[config.mk]
export PLATFORM = sky130hd
export DESIGN_NAME = adder32_share_arb_flat
export DESIGN_NICKNAME = d
export VERILOG_FILES = /design/src/rtl/adder32_share_arb_if.sv /design/src/rtl/adder32_share_arb.sv /design/src/flat_wrapper.sv
export SDC_FILE = /design/constraint.sdc
export NUM_CORES = 1
export LEC_CHECK = 0
export ABC_AREA = 1
export ABC_CLOCK_PERIOD_IN_PS = 21300
export BUFFER_PORTS_ARGS = -buffer_cell sky130_fd_sc_hd__buf_2
export CAP_MARGIN = 20
export CORE_MARGIN = 2
export CORE_UTILIZATION = 41
export CTS_CLUSTER_DIAMETER = 100
export DETAILED_ROUTE_END_ITERATION = 6
export PLACE_DENSITY = 0.69
export SETUP_SLACK_MARGIN = 0.05
export SLEW_MARGIN = 25
export SYNTH_ARGS = -nofsm -noshare
export SYNTH_HDL_FRONTEND = slang
export SYNTH_SLANG_ARGS = --single-unit
[constraint.sdc]
create_clock -name clk -period 21.3 [get_ports clk]
set_input_delay 4.26 -clock clk [delete_from_list [all_inputs] [get_ports clk]]
set_output_delay 4.26 -clock clk [all_outputs]
set_load 0.005 [all_outputs]
[src/rtl/adder32_share_arb_if.sv]
// adder32_share_arb_if: request and response channels of the shared adder arbiter
interface adder32_share_arb_if #(
  parameter int NREQ = 4,
  parameter int ID_W = 2
);
  logic [NREQ-1:0] req_valid;
  logic [NREQ-1:0] req_ready;
  logic [NREQ-1:0] req_sub;
  logic [32*NREQ-1:0] req_a;
  logic [32*NREQ-1:0] req_b;
  logic res_valid;
  logic res_ready;
  logic [31:0] res_sum;
  logic res_co;
  logic res_ovf;
  logic [ID_W-1:0] res_id;
  modport master (
    output req_valid, req_sub, req_a, req_b, res_ready,
    input req_ready, res_valid, res_sum, res_co, res_ovf, res_id
  );
  modport slave (
    input req_valid, req_sub, req_a, req_b, res_ready,
    output req_ready, res_valid, res_sum, res_co, res_ovf, res_id
  );
endinterface

[src/rtl/adder32_share_arb.sv]
// adder32_share_arb: round-robin shared 32-bit ripple-carry adder with multicycle settle and tagged response
module adder32 (
  input  logic [31:0] a,
  input  logic [31:0] b,
  input  logic        ci,
  output logic [31:0] s,
  output logic        co
);
  logic [32:0] w_c;
  assign w_c[0] = ci;
  for (genvar i = 0; i < 32; i++) begin : g_fa
    assign s[i] = a[i] ^ b[i] ^ w_c[i];
    assign w_c[i+1] = (a[i] & b[i]) | (w_c[i] & (a[i] ^ b[i]));
  end
  assign co = w_c[32];
endmodule

module adder32_share_arb #(
  parameter int NREQ = 4,
  parameter int ID_W = 2,
  parameter int SETTLE_CYCLES = 2
) (
  input  logic clk,
  input  logic rst,
  adder32_share_arb_if.slave bus,
  output logic busy
);
  localparam int CW = SETTLE_CYCLES > 1 ? $clog2(SETTLE_CYCLES) : 1;
  typedef enum logic [1:0] {IDLE, EVAL, RESP} state_t;
  state_t r_state, w_next;
  logic [ID_W-1:0] r_ptr, r_id, w_gnt, r_res_id;
  logic [CW-1:0] r_cnt;
  logic [2*NREQ-1:0] w_dbl;
  logic [NREQ-1:0] w_rot;
  logic [31:0] r_a, r_b, w_s, w_sel_a, w_sel_b, r_sum;
  logic r_ci, w_co, w_sel_sub, w_found, w_accept, w_done;
  logic r_valid, r_co, r_ovf;
  // rotate so bit 0 is the requester at rr_ptr; lowest set bit wins
  assign w_dbl = {bus.req_valid, bus.req_valid} >> r_ptr;
  assign w_rot = w_dbl[NREQ-1:0];
  always_comb begin
    w_found = 1'b0;
    w_gnt = '0;
    w_sel_a = '0;
    w_sel_b = '0;
    w_sel_sub = 1'b0;
    for (int j = NREQ - 1; j >= 0; j--)
      if (w_rot[j]) begin
        w_found = 1'b1;
        w_gnt = ID_W'((int'(r_ptr) + j) % NREQ);
      end
    for (int j = 0; j < NREQ; j++)
      if (w_found && int'(w_gnt) == j) begin
        w_sel_a = bus.req_a[32*j +: 32];
        w_sel_b = bus.req_b[32*j +: 32];
        w_sel_sub = bus.req_sub[j];
      end
  end
  assign w_accept = !rst && r_state == IDLE && w_found;
  assign bus.req_ready = w_accept ? NREQ'(1) << w_gnt : '0;
  adder32 u_add (.a(r_a), .b(r_b), .ci(r_ci), .s(w_s), .co(w_co));
  always_ff @(posedge clk) r_state <= rst ? IDLE : w_next;
  always_comb begin
    w_done = r_state == EVAL && r_cnt == '0;
    w_next = r_state == IDLE ? (w_found ? EVAL : IDLE) :
             r_state == EVAL ? (w_done ? RESP : EVAL) :
             (bus.res_ready ? IDLE : RESP);
  end
  always_ff @(posedge clk)
    if (rst) begin
      r_ptr <= '0;
      r_cnt <= '0;
      r_a <= '0;
      r_b <= '0;
      r_ci <= 1'b0;
      r_id <= '0;
      r_valid <= 1'b0;
      r_sum <= '0;
      r_co <= 1'b0;
      r_ovf <= 1'b0;
      r_res_id <= '0;
    end else begin
      if (w_accept) begin
        r_a <= w_sel_a;
        r_b <= w_sel_sub ? ~w_sel_b : w_sel_b;
        r_ci <= w_sel_sub;
        r_id <= w_gnt;
        r_ptr <= ID_W'((int'(w_gnt) + 1) % NREQ);
        r_cnt <= CW'(SETTLE_CYCLES - 1);
      end
      if (r_state == EVAL && r_cnt != '0) r_cnt <= r_cnt - 1'b1;
      if (w_done) begin
        r_sum <= w_s;
        r_co <= w_co;
        r_ovf <= (r_a[31] == r_b[31]) && (w_s[31] != r_a[31]);
        r_res_id <= r_id;
        r_valid <= 1'b1;
      end
      if (r_state == RESP && bus.res_ready) r_valid <= 1'b0;
    end
  assign bus.res_valid = r_valid;
  assign bus.res_sum = r_sum;
  assign bus.res_co = r_co;
  assign bus.res_ovf = r_ovf;
  assign bus.res_id = r_res_id;
  assign busy = r_state != IDLE;
endmodule

[src/flat_wrapper.sv]
// flat-port wrapper written by rule: the top's interface ports become plain ports
module adder32_share_arb_flat 
#(
  parameter int NREQ = 4,
  parameter int ID_W = 2,
  parameter int SETTLE_CYCLES = 2
)
  (clk, rst, busy, bus_req_valid, bus_req_sub, bus_req_a, bus_req_b, bus_res_ready, bus_req_ready, bus_res_valid, bus_res_sum, bus_res_co, bus_res_ovf, bus_res_id);
  adder32_share_arb_if #(.NREQ(NREQ), .ID_W(ID_W)) bus_i ();
  input  logic clk;
  input  logic rst;
  output logic busy;
  input wire logic [$bits(bus_i.req_valid)-1:0] bus_req_valid;
  input wire logic [$bits(bus_i.req_sub)-1:0] bus_req_sub;
  input wire logic [$bits(bus_i.req_a)-1:0] bus_req_a;
  input wire logic [$bits(bus_i.req_b)-1:0] bus_req_b;
  input wire logic [$bits(bus_i.res_ready)-1:0] bus_res_ready;
  output wire logic [$bits(bus_i.req_ready)-1:0] bus_req_ready;
  output wire logic [$bits(bus_i.res_valid)-1:0] bus_res_valid;
  output wire logic [$bits(bus_i.res_sum)-1:0] bus_res_sum;
  output wire logic [$bits(bus_i.res_co)-1:0] bus_res_co;
  output wire logic [$bits(bus_i.res_ovf)-1:0] bus_res_ovf;
  output wire logic [$bits(bus_i.res_id)-1:0] bus_res_id;
  assign bus_i.req_valid = bus_req_valid;
  assign bus_i.req_sub = bus_req_sub;
  assign bus_i.req_a = bus_req_a;
  assign bus_i.req_b = bus_req_b;
  assign bus_i.res_ready = bus_res_ready;
  assign bus_req_ready = bus_i.req_ready;
  assign bus_res_valid = bus_i.res_valid;
  assign bus_res_sum = bus_i.res_sum;
  assign bus_res_co = bus_i.res_co;
  assign bus_res_ovf = bus_i.res_ovf;
  assign bus_res_id = bus_i.res_id;
  adder32_share_arb #(.NREQ(NREQ), .ID_W(ID_W), .SETTLE_CYCLES(SETTLE_CYCLES)) u_core (.clk(clk), .rst(rst), .bus(bus_i), .busy(busy));
endmodule
# Word-level counts from Yosys, hierarchy flattened
# Index checks and enable logic that the tools add are counted.
# totals
regBits	109
in_bits	267
output_inout_bits	42
elab_cells	233
# classes
addsub	5
eq_ne	7
n_shift	2
muxes	29
bitwise_logic	162
reduce_logical	16
# ops
operator	count
32-bit two-way mux	9
1-bit bitwise AND	64
1-bit bitwise XOR	64
32-bit inverter	1
1-bit OR	32
2-bit two-way mux	8
1-bit two-way mux	11
1-bit logical AND	10
8-bit by 2-bit right shift with 4-bit output	1
2-bit == test (second input constant)	3
2-bit by 1-bit adder with 2-bit output (second input constant)	2
2-bit adder (second input constant)	2
2-bit by 1-bit == test with 1-bit output (second input constant)	2
2-bit zero test	2
4-bit two-way mux	1
2-bit nonzero test	2
1-bit by 2-bit left shift with 4-bit output (first input constant)	1
2-bit OR reduction	1
1-bit == test	1
1-bit zero test	1
1-bit inequality test	1
1-bit inverter	1
1-bit subtractor (second input constant)	1

# Depth between registers and ports, before layout
# Gate-level depths: netlist of the first run.
# logic_depth
ltp_word	66
mapped_depth	39
depth_no_buf	39

# Cells and area by module
# Synthesis of the first run repeated with hierarchy kept, for this count alone.
# hier_totals
hier_cells	1347
hier_area_um2	8184.1
# modules_own_cells
mod	instances	cells_each	area_per_inst_um2	seq_area_each_um2
adder32_share_arb	1	1305	7505.9	2182.1
adder32	1	42	678.2	0.0

# Least setup slack after synthesis of the first run
# OpenSTA, ideal clock, no wires.
# synth_timing
kind	register to register
from	register u_core.r_ci
to	register u_core.r_ovf, in the netlist u_core.bus.res_ovf
setup_ps	130
t_arrival_ps	14819
required_time_ps	21170
slack_ps	6351
path_stages_with_launch	40
n_path_buf	0
synth_period_minus_slack_ps	14949
path_cell_list	dfxtp_1 fa_1 fa_1 fa_1 fa_1 fa_1 fa_1 fa_1 fa_1 fa_1 fa_1 fa_1 fa_1 fa_1 fa_1 fa_1 fa_1 fa_1 [... 4 more ...] fa_1 fa_1 fa_1 fa_1 fa_1 fa_1 fa_1 fa_1 inv_1 fa_1 inv_1 fa_1 inv_1 fa_1 inv_1 a21oi_1 o21ai_0 a21oi_1
# synth_via
elab_chain_len	65
# synth_lines
element	line_no	text
start: declaration	adder32_share_arb.sv:36	logic r_ci, w_co, w_sel_sub, w_found, w_accept, w_done;
start signal: assignment	adder32_share_arb.sv:86	r_ci <= w_sel_sub;
1-bit bitwise AND	adder32_share_arb.sv:13	assign w_c[i+1] = (a[i] & b[i]) | (w_c[i] & (a[i] ^ b[i]));
1-bit OR	adder32_share_arb.sv:13	
1-bit bitwise AND	adder32_share_arb.sv:13	
1-bit OR	adder32_share_arb.sv:13	
1-bit bitwise AND	adder32_share_arb.sv:13	
1-bit OR	adder32_share_arb.sv:13	
1-bit bitwise AND	adder32_share_arb.sv:13	
1-bit OR	adder32_share_arb.sv:13	
[... 49 more ...]	-	
1-bit OR	adder32_share_arb.sv:13	
1-bit bitwise AND	adder32_share_arb.sv:13	
1-bit OR	adder32_share_arb.sv:13	
1-bit bitwise AND	adder32_share_arb.sv:13	
1-bit OR	adder32_share_arb.sv:13	
1-bit bitwise XOR	adder32_share_arb.sv:12	assign s[i] = a[i] ^ b[i] ^ w_c[i];
1-bit inequality test	adder32_share_arb.sv:95	r_ovf <= (r_a[31] == r_b[31]) && (w_s[31] != r_a[31]);
1-bit logical AND	adder32_share_arb.sv:95	
end signal: assignment	adder32_share_arb.sv:95	
end: declaration	adder32_share_arb.sv:37	logic r_valid, r_co, r_ovf;
# Every way passes these cells.
# A chain may end at the register's enable or synchronous reset.

# Final worst setup path of the first run
# Same ends and word-level chain as after synthesis.

==> metrics.txt, run 1 <==
status=completed; clock skew=0.00677 ns; die height=144 um; number of synthesized flops with an enable pin=0; H-tree depth=3; CP arrival=15.64 ns; core area=between 15000 and 20000 um^2; antenna viol nets, final=0; Mean Syn Cell Area=approximately 6.0 um^2; largest net degree at the start of global routing=roughly 110; VDD IR-drop max=approximately 0.00015 V; Final Critical Period=15.43 ns; # setup viols final=0; Leak Pwr=~5.7 nW; Net Sw Frac=55.0%; R2R Path Start=u_core.r_ci; syn nets=between 1500 and 2000; Most used DFF post-synth=dfxtp_1; post-cts resize count=0; total routed wirelength=around 26000 um; GRT overflow=0; row count=51; most frequent cell on the critical path=fa_1; initial antenna violation count=0; Final Cycle Share=72.4%; peak fanout along the critical path=2; Num Clock Sinks=about 110; average wire per cell in the routed design=14.3 um; Worst-Skew Late Latency=roughly 0.34 ns; vias per cell=4.80; Root Buffer=clkbuf_16; die extent in x=144 um; clock share of power=9.8%; Fill cells=2079; area grow syn2layout=22.3%; CP top delay family=adder cells; ys async rst share=0%; buffer and inverter count on the worst path=4; number of global-route vias before repair=around 7900; power density cells=159 nW/um^2; via count=8877; 1st-pass router iterations=4; first-pass GRT wire length=40100 um; DP HPWL=19900 um; Slew Limit Fails=0; Mapped Area=8030 um^2; Setup crit end kind=register; synth unique cells=30; Ys Warns=0; hold crit path type=register to register; GPL Wtd Cong=0.855; Critical-path top delay cell=fa_1; CP max stage delay=0.49 ns; Clock Tree Buf Depth=2; post-synthesis sequential area ratio=27.2%; hold slack=~0.47 ns; Num CTS Buffers=9; CTS clock-pin slew for the worst setup and hold paths=0.07 ns; Startpoint Class=register; Die ar.=~21000 um^2; Starting Density=41.5%; RSZ-0062 raised after global routing=false; I/O pin cnt=309; Post-CTS Setup Repair Bufs=0; Setup TNS=0 ns; critical path class=register to register; commonest non-fill, non-tap cell in the layout=nand2_1; Setup crit start=u_core.r_ci; DR iter-0 viols=506; Hold Buf Count CTS=0; final net count=1883; sequential power share=20.2%; max cap viols=0; ant diodes=0; Worst EP required=approximately 22 ns; Buffers on Ports=308; CTS tree=yes; NetSw=0.000860 W; Logic pwr share=70.0%; Hold Path Origin=u_core.r_a[29]; Worst slew margin=32.3%; Fin. Hold Viols=0; worst slew pin tran=1.02 ns; maximum clock rate=64.8 MHz; Global Route Usage Sum=24.8%; cell-internal power=0.000703 W; flops & latches, synth=around 110; share of layout cells above drive strength 1=23.5%; Post-Synthesis Cells=between 1000 and 1500; most frequent cells in the layout=nand2_1 (452), buf_2 (308), nand3_1 (232); drt drc=0
-- Yosys cell counts (17+ instances only) --
library cell / number / share of area [%]
buf_4: 17 / 1.6
clkbuf_1: 31 / 1.4
inv_1: 141 / 6.6
nor2_1: 138 / 6.4
fa_1: 32 / 8.0
a21oi_1: 18 / 1.1
nand2_1: 454 / 21
o21ai_0: 51 / 3.2
nand3_1: 232 / 14
dfxtp_1: 109 / 27
or2_2: 17 / 1.3
buf_2: 35 / 2.2
-- power groups by stage --
stage	clock (W)	combinational (W)	sequential [W]
final	0.000153	0.00109	0.000316
after global routing	0.000164	0.00126	0.000322
after CTS	0.000156	0.00110	0.000315
after detailed placement	0	0.00110	0.000319
after global placement	0	0.00108	0.000316
after floorplan	0	0.000837	0.000308
-- registers in the layout, summed over array words and instances, names as in the netlist --
name and flops:
u_core.bus.res_id 2, u_core.r_ptr 2, u_core.r_id 2, u_core.bus.res_co 1, u_core.bus.res_sum 32, u_core.r_cnt 1
u_core.r_a 32, u_core.bus.res_valid 1, u_core.r_state 2, u_core.r_b 32, u_core.r_ci 1, u_core.bus.res_ovf 1
-- metrics by stage --
stage	power, W	worst slack [ns]	area [um^2]	instances	utilization [%]
2_1_floorplan	0.00115	6.35	8030	1339	-
3_3_place_gp	0.00140	5.88	9550	1833	49.4
3_5_place_dp	0.00141	5.76	9550	1833	49.4
4_1_cts	0.00157	5.74	9820	1849	50.8
5_1_grt	0.00175	5.33	9820	1849	50.8
6_report	0.00156	5.87	9820	1849	50.8
-- worst min-delay path, cell delays in order, from the launching register on --
cell	delay [ns]
dfxtp_1	0.31
nand2_1	0.07
nand2_1	0.05
-- worst paths after layout --
check,to,slack (ns),cells after the start
worst max-delay path,u_core.bus.res_ovf,5.87,39
worst min-delay path,u_core.r_a[29],0.47,2
worst max register to register,u_core.bus.res_ovf,5.87,39
worst min register to register,u_core.r_a[29],0.47,2
-- layout make-up --
class	instances	area (um^2)	area share (%)
Clock inverter	5	36.3	0.369
Inverter	149	563	5.73
Tap cell	265	332	3.38
Sequential cell	109	2180	22.2
Multi-Input combinational cell	993	4870	49.6
Clock buffer	11	233	2.37
Timing Repair Buffer	317	1610	16.4
-- cell families after synthesis --
family                     count (synthesis)  synth area share [%]
buffers and inverters                    237                  12.5
xor gates and xnor gates                   1                 0.109
AOI/OAI and AO/OA                         97                  6.48
adders and majority gates                 37                  8.75
DFF                                      109                  27.2
and+or+nand+nor                          858                  45.0
-- layer usage --
metal  vias up  routed length, um  track usage (%)  part of all wire [%]
met3        17               1750             3.58                   6.6
met5         -                  0                0                     0
met4         0                331             5.78                   1.3
met1      3932              12700             36.5                    48
met2       288              11600             38.5                    44
li1       4640                  -                -                     -
No activity file was read; power rests on OpenSTA's default activity.
==> run 2, diff against run 1 <==
Settings changed: ABC_CLOCK_PERIOD_IN_PS 21300 to 15200.
Clock period 21.3 ns to 15.2 ns, I/O delays scaled along.
==> metrics.txt, run 2 (synthesis gave the netlist of run 1 again) <==
power density cells=224 nW/um^2; Slew Limit Fails=0; clock skew=0.0103 ns; Fill cells=between 2000 and 2500; die extent in x=144 um; Hold Buf Count CTS=0; number of global-route vias before repair=7878; Hold Path Origin=u_core.r_b[29]; R2R Path Start=u_core.r_ci; antenna viol nets, final=0; most frequent cell on the critical path=fa_1; Starting Density=41.5%; Post-Route M1 WL=12400 um; die height=144 um; critical path class=register to register; Highest Signal Layer=met4; final net count=approximately 1900; Worst slew margin=about 33%; CTS clock-pin slew for the worst setup and hold paths=0.07 ns; # setup viols final=0; Die ar.=20700 um^2; Fin. Hold Viols=0; Cell Area, Placed=9550 um^2; hold crit path type=register to register; most frequent cells in the layout=nand2_1 (452), buf_2 (308), nand3_1 (232); 1st-pass router iterations=5; commonest non-fill, non-tap cell in the layout=nand2_1; H-tree depth=3; first-pass GRT wire length=40200 um; ant diodes=0; Final Cycle Share=roughly 96%; WL met2=~12000 um; post-route total power=0.00222 W; CP max stage delay=between 0.4 and 0.5 ns; status=completed; Setup crit end kind=register; via count=8991; total routed wirelength=26700 um; Worst EP required=15.42 ns; initial antenna violation count=0; DR iter-0 viols=641; Num Clock Sinks=109; Num CTS Buffers=9; Worst-Skew Late Latency=0.35 ns; worst slew pin tran=1.00 ns; CP arrival=around 15 ns; RSZ-0062 raised after global routing=false; Startpoint Class=register; share of layout cells above drive strength 1=about a quarter; vias per cell=just under 5; design area=around 9900 um^2; drt drc=0; DP HPWL=19900 um; max cap viols=0; Global Route Usage Sum=24.9%; maximum clock rate=between 60 and 70 MHz; largest net degree at the start of global routing=105; CTS tree=yes; VDD IR-drop max=0.000165 V; Buffers on Ports=308; DR WL met3=2000 um; Root Buffer=clkbuf_16; GRT overflow=0; GPL Wtd Cong=0.860; Critical-path top delay cell=fa_1; Final Critical Period=14.66 ns; row count=51; average wire per cell in the routed design=14.4 um; peak fanout along the critical path=2; Clock Tree Buf Depth=2; Leak Pwr=about 5.7 nW; Post-CTS Setup Repair Bufs=0; I/O pin cnt=309; area grow syn2layout=23.2%; core area=19300 um^2; Setup crit start=u_core.r_ci
[run 2: cell types whose count changed in the layout (fill, tap and decap cells not counted), sizes merged]
cell	previous run	this run
buf	317	316
bufinv	0	1
clkbuf	11	9
clkinv	4	6
clkinvlp	3	2
[run 2: power breakdown]
part | internal (W) | switching [W] | leakage [nW]
combinational | 0.000497 | 0.00104 | 4.62
sequential | 0.000378 | 0.0000666 | 0.897
clock | 0.000128 | 0.000109 | 0.142
total | 0.00100 | 0.00121 | 5.66
[run 2: final cells by class]
type	instances	area, um^2	area share (%)
clock buffers	9	225	2.28
clock inverters	7	76.3	0.771
inverters	149	564	5.70
multi-input cells	993	4910	49.7
flip-flops and latches	109	2180	22.1
well taps	265	332	3.35
repair buffers	316	1600	16.2
[run 2: repair_timing]
action | in CTS | in global routing
setup endpoints to repair | 2 | 2
endpoints found under the hold margin | 0 | 0
gates resized for setup | 8 | 6
[run 2: stage by stage]
step	instances	TNS [ns]	hold WS, ns	util, %	setup slack [ns]
6_report	1848	0	0.461	51.2	0.537
5_1_grt	1848	0	0.492	51.2	0.0870
4_1_cts	1848	0	0.463	51.0	0.0909
3_5_place_dp	1832	-0.494	0.440	49.4	-0.363
3_3_place_gp	1832	-0.247	0.438	49.4	-0.233
2_1_floorplan	1339	0	0.426	-	0.251
[run 2: worst paths after layout]
| check | endpoint | slack, ns | cells past startpoint |
|---|---|---|---|
| setup reg to reg | u_core.bus.res_ovf | 0.54 | 39 |
| setup / recovery | u_core.bus.res_ovf | 0.54 | 39 |
| hold / removal | u_core.r_b[29] | 0.46 | 2 |
| hold reg to reg | u_core.r_b[29] | 0.46 | 2 |
[run 2: layer usage]
metal	vias up	global-route usage, %
li1	4644	-
met1	3998	36.7
met2	334	39.2
met3	15	2.81
met4	0	5.26
met5	-	0
[run 2: critical path: cells and delay by family (launching register included)]
| family | cells | cell delay, ns |
|---|---|---|
| AO/OA/AOI/OAI | 3 | 0.22 |
| flip-flops | 1 | 0.34 |
| buffers and inverters | 4 | 0.31 |
| adder cells (fa/ha/maj) | 32 | 13.65 |
